`src/rtl/adc_stream_pkg.sv`:
```
// Shared types and constants for the ADC stream scheduler: FSM state enum,
// default frame header byte and the active-low one-hot LED encoding.
package adc_stream_pkg;

  typedef enum logic [2:0] {
    ST_IDLE      = 3'd0,
    ST_ARM       = 3'd1,
    ST_CAPTURE   = 3'd2,
    ST_SEND_HDR  = 3'd3,
    ST_SEND_DATA = 3'd4,
    ST_DONE      = 3'd5
  } state_t;

  localparam logic [7:0] HEADER_DEFAULT = 8'hAA;

  localparam logic [5:0] LED_IDLE      = 6'b111110;
  localparam logic [5:0] LED_ARM       = 6'b111101;
  localparam logic [5:0] LED_CAPTURE   = 6'b111011;
  localparam logic [5:0] LED_SEND_HDR  = 6'b110111;
  localparam logic [5:0] LED_SEND_DATA = 6'b101111;
  localparam logic [5:0] LED_DONE      = 6'b011111;

  function automatic logic [5:0] led_code(input state_t s);
    logic [5:0] code;
    code = '1;
    case (s)
      ST_IDLE:      code = LED_IDLE;
      ST_ARM:       code = LED_ARM;
      ST_CAPTURE:   code = LED_CAPTURE;
      ST_SEND_HDR:  code = LED_SEND_HDR;
      ST_SEND_DATA: code = LED_SEND_DATA;
      ST_DONE:      code = LED_DONE;
      default:      code = '1;
    endcase
    return code;
  endfunction

endpackage

```
`src/rtl/adc_stream_scheduler_sample_buffer.sv`:
```
// sample_buffer: simple dual-port RAM, one synchronous write port and one
// asynchronous read port so read data is valid in the addressed cycle.
module sample_buffer #(
  parameter  int unsigned WIDTH = 8,
  parameter  int unsigned DEPTH = 64,
  localparam int unsigned AW    = (DEPTH > 1) ? $clog2(DEPTH) : 1
) (
  input  logic             clk,
  input  logic             wr_en,
  input  logic [AW-1:0]    wr_addr,
  input  logic [WIDTH-1:0] wr_data,
  input  logic [AW-1:0]    rd_addr,
  output logic [WIDTH-1:0] rd_data
);

  logic [WIDTH-1:0] mem [DEPTH];

  always_ff @(posedge clk) begin
    if (wr_en) mem[wr_addr] <= wr_data;
  end

  assign rd_data = mem[rd_addr];

endmodule

```
`src/rtl/adc_stream_scheduler.sv`:
```
// Captures DEPTH ADC samples at one per SAMPLE_DIV clocks, then streams a
// HEADER byte plus the samples over a valid/ready byte interface.
// Optional rising-edge trigger in ARM: define ADC_STREAM_TRIGGER_EN.
module adc_stream_scheduler
  import adc_stream_pkg::*;
#(
  parameter int unsigned SAMPLE_DIV = 3744,
  parameter int unsigned DEPTH      = 64,
  parameter logic [7:0]  HEADER     = HEADER_DEFAULT
) (
  input  logic       clk,
  input  logic       rst_n,
  input  logic       start,
  input  logic [7:0] adc_in,
  input  logic [7:0] trig_level,
  input  logic       tx_ready,
  output logic       tx_valid,
  output logic [7:0] tx_data,
  output logic       busy,
  output logic [5:0] led
);

  localparam int unsigned   AW       = (DEPTH > 1) ? $clog2(DEPTH) : 1;
  localparam int unsigned   DW       = (SAMPLE_DIV > 1) ? $clog2(SAMPLE_DIV) : 1;
  localparam logic [DW-1:0] DIV_LAST = DW'(SAMPLE_DIV - 1);
  localparam logic [AW-1:0] IDX_LAST = AW'(DEPTH - 1);

  logic [1:0]    rst_sync;
  logic          rst_int_n;
  state_t        state;
  logic [DW-1:0] div;
  logic [AW-1:0] wr_idx;
  logic [AW-1:0] rd_idx;
  logic [7:0]    prev_sample;
  logic [7:0]    rd_data;
  logic          strobe;
  logic          trig_ok;
  logic          wr_en;
  logic          hs;

  // Assert asynchronously, release two clocks after rst_n rises.
  always_ff @(posedge clk or negedge rst_n) begin
    if (!rst_n) rst_sync <= '0;
    else        rst_sync <= {rst_sync[0], 1'b1};
  end
  assign rst_int_n = rst_sync[1];

  assign strobe = ((state == ST_ARM) || (state == ST_CAPTURE)) && (div == DIV_LAST);

`ifdef ADC_STREAM_TRIGGER_EN
  assign trig_ok = (prev_sample < trig_level) && (adc_in >= trig_level);
`else
  logic unused_trig;
  assign trig_ok     = 1'b1;
  assign unused_trig = ^{trig_level, prev_sample};
`endif

  assign wr_en    = strobe && ((state == ST_CAPTURE) || trig_ok);
  assign tx_valid = (state == ST_SEND_HDR) || (state == ST_SEND_DATA);
  assign hs       = tx_valid && tx_ready;
  assign busy     = (state != ST_IDLE);
  assign led      = led_code(state);

  always_comb begin
    tx_data = '0;
    if (state == ST_SEND_HDR)       tx_data = HEADER;
    else if (state == ST_SEND_DATA) tx_data = rd_data;
  end

  always_ff @(posedge clk or negedge rst_int_n) begin
    if (!rst_int_n) begin
      state       <= ST_IDLE;
      div         <= '0;
      wr_idx      <= '0;
      rd_idx      <= '0;
      prev_sample <= '0;
    end else begin
      if ((state == ST_ARM) || (state == ST_CAPTURE))
        div <= (div == DIV_LAST) ? '0 : div + DW'(1);
      else
        div <= '0;

      if (strobe) prev_sample <= adc_in;

      case (state)
        ST_IDLE: if (start) begin
          state  <= ST_ARM;
          wr_idx <= '0;
          // Max value means no level present at arm can count as a crossing.
          prev_sample <= '1;
        end
        ST_ARM: if (wr_en) begin
          state  <= ST_CAPTURE;
          wr_idx <= AW'(1);
        end
        ST_CAPTURE: if (strobe) begin
          if (wr_idx == IDX_LAST) begin
            state  <= ST_SEND_HDR;
            wr_idx <= '0;
          end else begin
            wr_idx <= wr_idx + AW'(1);
          end
        end
        ST_SEND_HDR: if (hs) begin
          state  <= ST_SEND_DATA;
          rd_idx <= '0;
        end
        ST_SEND_DATA: if (hs) begin
          if (rd_idx == IDX_LAST) begin
            state  <= ST_DONE;
            rd_idx <= '0;
          end else begin
            rd_idx <= rd_idx + AW'(1);
          end
        end
        ST_DONE: state <= ST_IDLE;
        default: state <= ST_IDLE;
      endcase
    end
  end

  sample_buffer #(
    .WIDTH (8),
    .DEPTH (DEPTH)
  ) u_buf (
    .clk     (clk),
    .wr_en   (wr_en),
    .wr_addr (wr_idx),
    .wr_data (adc_in),
    .rd_addr (rd_idx),
    .rd_data (rd_data)
  );

endmodule

```
`config.mk`:
```
export PLATFORM = sky130hd
export DESIGN_NAME = adc_stream_scheduler
export DESIGN_NICKNAME = d
export VERILOG_FILES = /design/src/rtl/adc_stream_pkg.sv /design/src/rtl/adc_stream_scheduler_sample_buffer.sv /design/src/rtl/adc_stream_scheduler.sv
export SDC_FILE = /design/constraint.sdc
export NUM_CORES = 1
export LEC_CHECK = 0
export BUFFER_PORTS_ARGS = -buffer_cell sky130_fd_sc_hd__buf_2
export CORE_MARGIN = 2
export CORE_UTILIZATION = 55
export DETAILED_ROUTE_END_ITERATION = 7
export HOLD_SLACK_MARGIN = 0.12
export PLACE_DENSITY = 0.67
export SKIP_LAST_GASP = 1
export SYNTH_ARGS = -nofsm -noshare
export SYNTH_HDL_FRONTEND = slang
export SYNTH_SLANG_ARGS = --single-unit
```
`constraint.sdc`:
```
create_clock -name clk -period 4.1 [get_ports clk]
set_input_delay 0.205 -clock clk [delete_from_list [all_inputs] [get_ports clk]]
set_output_delay 0.205 -clock clk [all_outputs]
set_load 0.01 [all_outputs]
```
==> reports/results.txt <==
Tot Pwr -> 0.01221 W
Seq/Total Area, Yosys -> 0.7467
Initial DRC Count -> 1247
Die Span X -> 202.0 um
Actual slew at the worst max-slew pin -> 1272 ps
Most common library cell in the layout ignoring fill and taps -> edfxtp_1
Flop2flop setup slack -> 980 ps
Placer Congestion -> 0.9119
Routed WL -> 47090 um
Slew headroom -> 0.1520
Largest net degree at the start of global routing -> 65
Synth Warn # -> 0
H-tree depth -> 2
Post-synthesis cell type count -> 62
WL per Instance -> 26.54 um
Critical path type -> reg -> out
Most frequent cells in the layout -> edfxtp_1, nor2_1, mux4_2
DR vias -> 10963
Inserted Diodes -> 0
Critical path peak fanout -> 33
FF-to-FF End -> u_buf.mem[32][5]$_DFFE_PP_
Worst-Skew Late Latency -> 600 ps
Setup bufs post-CTS -> 0
Area grow syn2layout -> 11.54%
Critical Path AT -> 3410 ps
Cts repair resizes -> 0
Worst Setup End Kind -> primary output
Leakage -> 7.444 nW
Fin cells -> 1774
Initial Util -> 0.5580
Global-route wire length before repair -> 69850 um
Placed instance count -> 1675
Ys async rst share -> 0.05360
Status -> finished, final reports clean
TritonCTS Buffers -> 51
Fin crit period -> 3616 ps
# clock sinks -> 541
Highest Clock Rate -> 0.2765 GHz
Remaining DRCs -> 0
Reg clk slew, reported paths -> 60 ps
Cell Pwr Density -> 507.5 nW/um^2
Final period util -> 0.8820
Critical Path Sink -> tx_data[2]
Post-DP HPWL -> 28700 um
# nets final -> 1236
Hold_ws -> 250.9 ps
DRT antenna net count -> 0
Post-synthesis cell count -> 1136
Data required time of the worst path -> 3890 ps
Worst vdd ir -> 0.0004190 V
Via density per instance -> 6.180
Layout cells sized above 1 -> 0.2261
Setup ws final -> 483.9 ps
IO buf count -> 27
#FFs+latches synth -> 541
Net count after synthesis -> 1159
Endpoints failing hold -> 0
MaxCap Viol Count -> 0
CTS tree -> yes
Final TNS setup -> 0 ps
Die area -> 40810 sq um
Overflow after GRT -> 0
Clock skew -> 24.53 ps
Startpoint Class -> register
Antenna violations before repair -> 0
Row cnt -> 72
Critical path origin -> rd_idx[2]$_DFFE_PN0P_
RSZ-0062 raised after global routing -> no
Dpl ws -> 959.1 ps
Die Span Y -> 202.0 um
Final setup fails -> 0
HP Class -> reg -> async
Fin. max-slew vios -> 0
Hold buffers post-CTS -> 3
Main synth FF type -> edfxtp_1
Global-route usage over all layers -> 0.2368
Mapped Avg Cell Area -> 18.98 sq um
DRT Pass-1 Iters -> 6
Clock Path Buffers -> 3
CTS Root Buffer Type -> clkbuf_16
FF-to-FF Start -> div[0]$_DFF_PN0_
IO Count -> 36
Vias in the first global route -> 10817
CORE AREA -> 38650 sq um
Worst R2R Path Depth -> 6
Post-synth design cell area -> 21560 sq um
Post-synth EDFFs -> 512
==> state kept, by name (all words and copies together), names as in the netlist <==
signal / count
div: 12
rd_idx: 6
rst_sync: 2
state: 3
u_buf.mem: 512
wr_idx: 6
==> power by group <==
| group | internal [W] | leakage (nW) | switching [W] |
|---|---|---|---|
| clock network | 0.00239 | 0.758 | 0.00195 |
| logic | 0.000685 | 1.70 | 0.000948 |
| registers | 0.00609 | 4.98 | 0.000135 |
==> logic make-up (layout without fill, tap and decap cells) <==
| logic type | count (synthesis) | in the layout | synth area share |
|---|---|---|---|
| flops | 541 | 541 | 0.7467 |
| buf+inv | 71 | 191 | 0.01770 |
| fa+ha+maj | 3 | 3 | 0.001741 |
| mux | 176 | 176 | 0.1452 |
| other cells | 1 | 1 | 0.0001739 |
| simple gates | 229 | 229 | 0.04996 |
| xor+xnor | 11 | 11 | 0.004468 |
| compound gates | 104 | 104 | 0.03406 |
==> critical path, cell delays in order (launching register included) <==
cell and delay, ps:
dfrtp_4 750, buf_4 490, nand2b_1 410, o22ai_1 370, nor2_1 100, nor2_1 240
o22ai_1 210, buf_2 180
==> layout make-up <==
| class | count | area (sq um) |
|---|---|---|
| tap | 518 | 648.1 |
| clock inverter | 31 | 186.4 |
| multi-input combinational | 524 | 5081 |
| clock buffer | 65 | 1350 |
| inverter | 8 | 30.03 |
| timing repair buffer | 87 | 643.1 |
| fill | 2712 | 14600 |
| sequential | 541 | 16110 |
==> synthesized netlist by cell type, types with 8 or more instances <==
cell type | n | area share
nand3_1 | 12 | 0.0028
nor2b_1 | 10 | 0.0029
nand2_1 | 36 | 0.0063
a22oi_1 | 10 | 0.0035
nor2_1 | 116 | 0.020
buf_2 | 23 | 0.0053
nor3_1 | 8 | 0.0019
buf_4 | 11 | 0.0038
a221o_1 | 8 | 0.0037
mux2i_1 | 62 | 0.029
a21oi_1 | 9 | 0.0021
buf_1 | 9 | 0.0016
clkbuf_1 | 14 | 0.0024
xor2_1 | 8 | 0.0032
o22ai_1 | 16 | 0.0046
edfxtp_1 | 512 | 0.71
mux4_2 | 109 | 0.11
dfrtp_1 | 29 | 0.034
o21ai_0 | 21 | 0.0049
==> routing by layer <==
| layer | wire [um] | GRT usage | vias to the layer above | share of wire |
|---|---|---|---|---|
| met5 | 0 | 0 | - | 0 |
| met4 | 1458 | 0.08272 | 0 | 0.031 |
| met3 | 3768 | 0.04257 | 88 | 0.080 |
| met2 | 22650 | 0.3667 | 465 | 0.48 |
| met1 | 19210 | 0.3450 | 5664 | 0.41 |
| li1 | - | - | 4746 | - |
==> stage by stage <==
stage | area (sq um) | util
after floorplan | 21560 | -
after CTS | 24050 | 0.6223
after global placement | 22480 | 0.5818
after detailed placement | 22480 | 0.5818
after global routing | 24050 | 0.6223
final | 24050 | 0.6223
==> worst min-delay path by stage <==
stage,depth (start not counted),endpoint,startpoint,slack [ps]
after CTS,1,rd_idx[4]$_DFFE_PN0P_,rst_sync[1]$_DFF_PN0_,260
after floorplan,0,rst_sync[0]$_DFF_PN0_,rst_n,-90
after global placement,1,rst_sync[0]$_DFF_PN0_,rst_n,-10
after global routing,1,rd_idx[4]$_DFFE_PN0P_,rst_sync[1]$_DFF_PN0_,310
final,1,rd_idx[4]$_DFFE_PN0P_,rst_sync[1]$_DFF_PN0_,250
after detailed placement,1,rst_sync[1]$_DFF_PN0_,rst_n,-4
No activity file was read; power rests on OpenSTA's default activity.
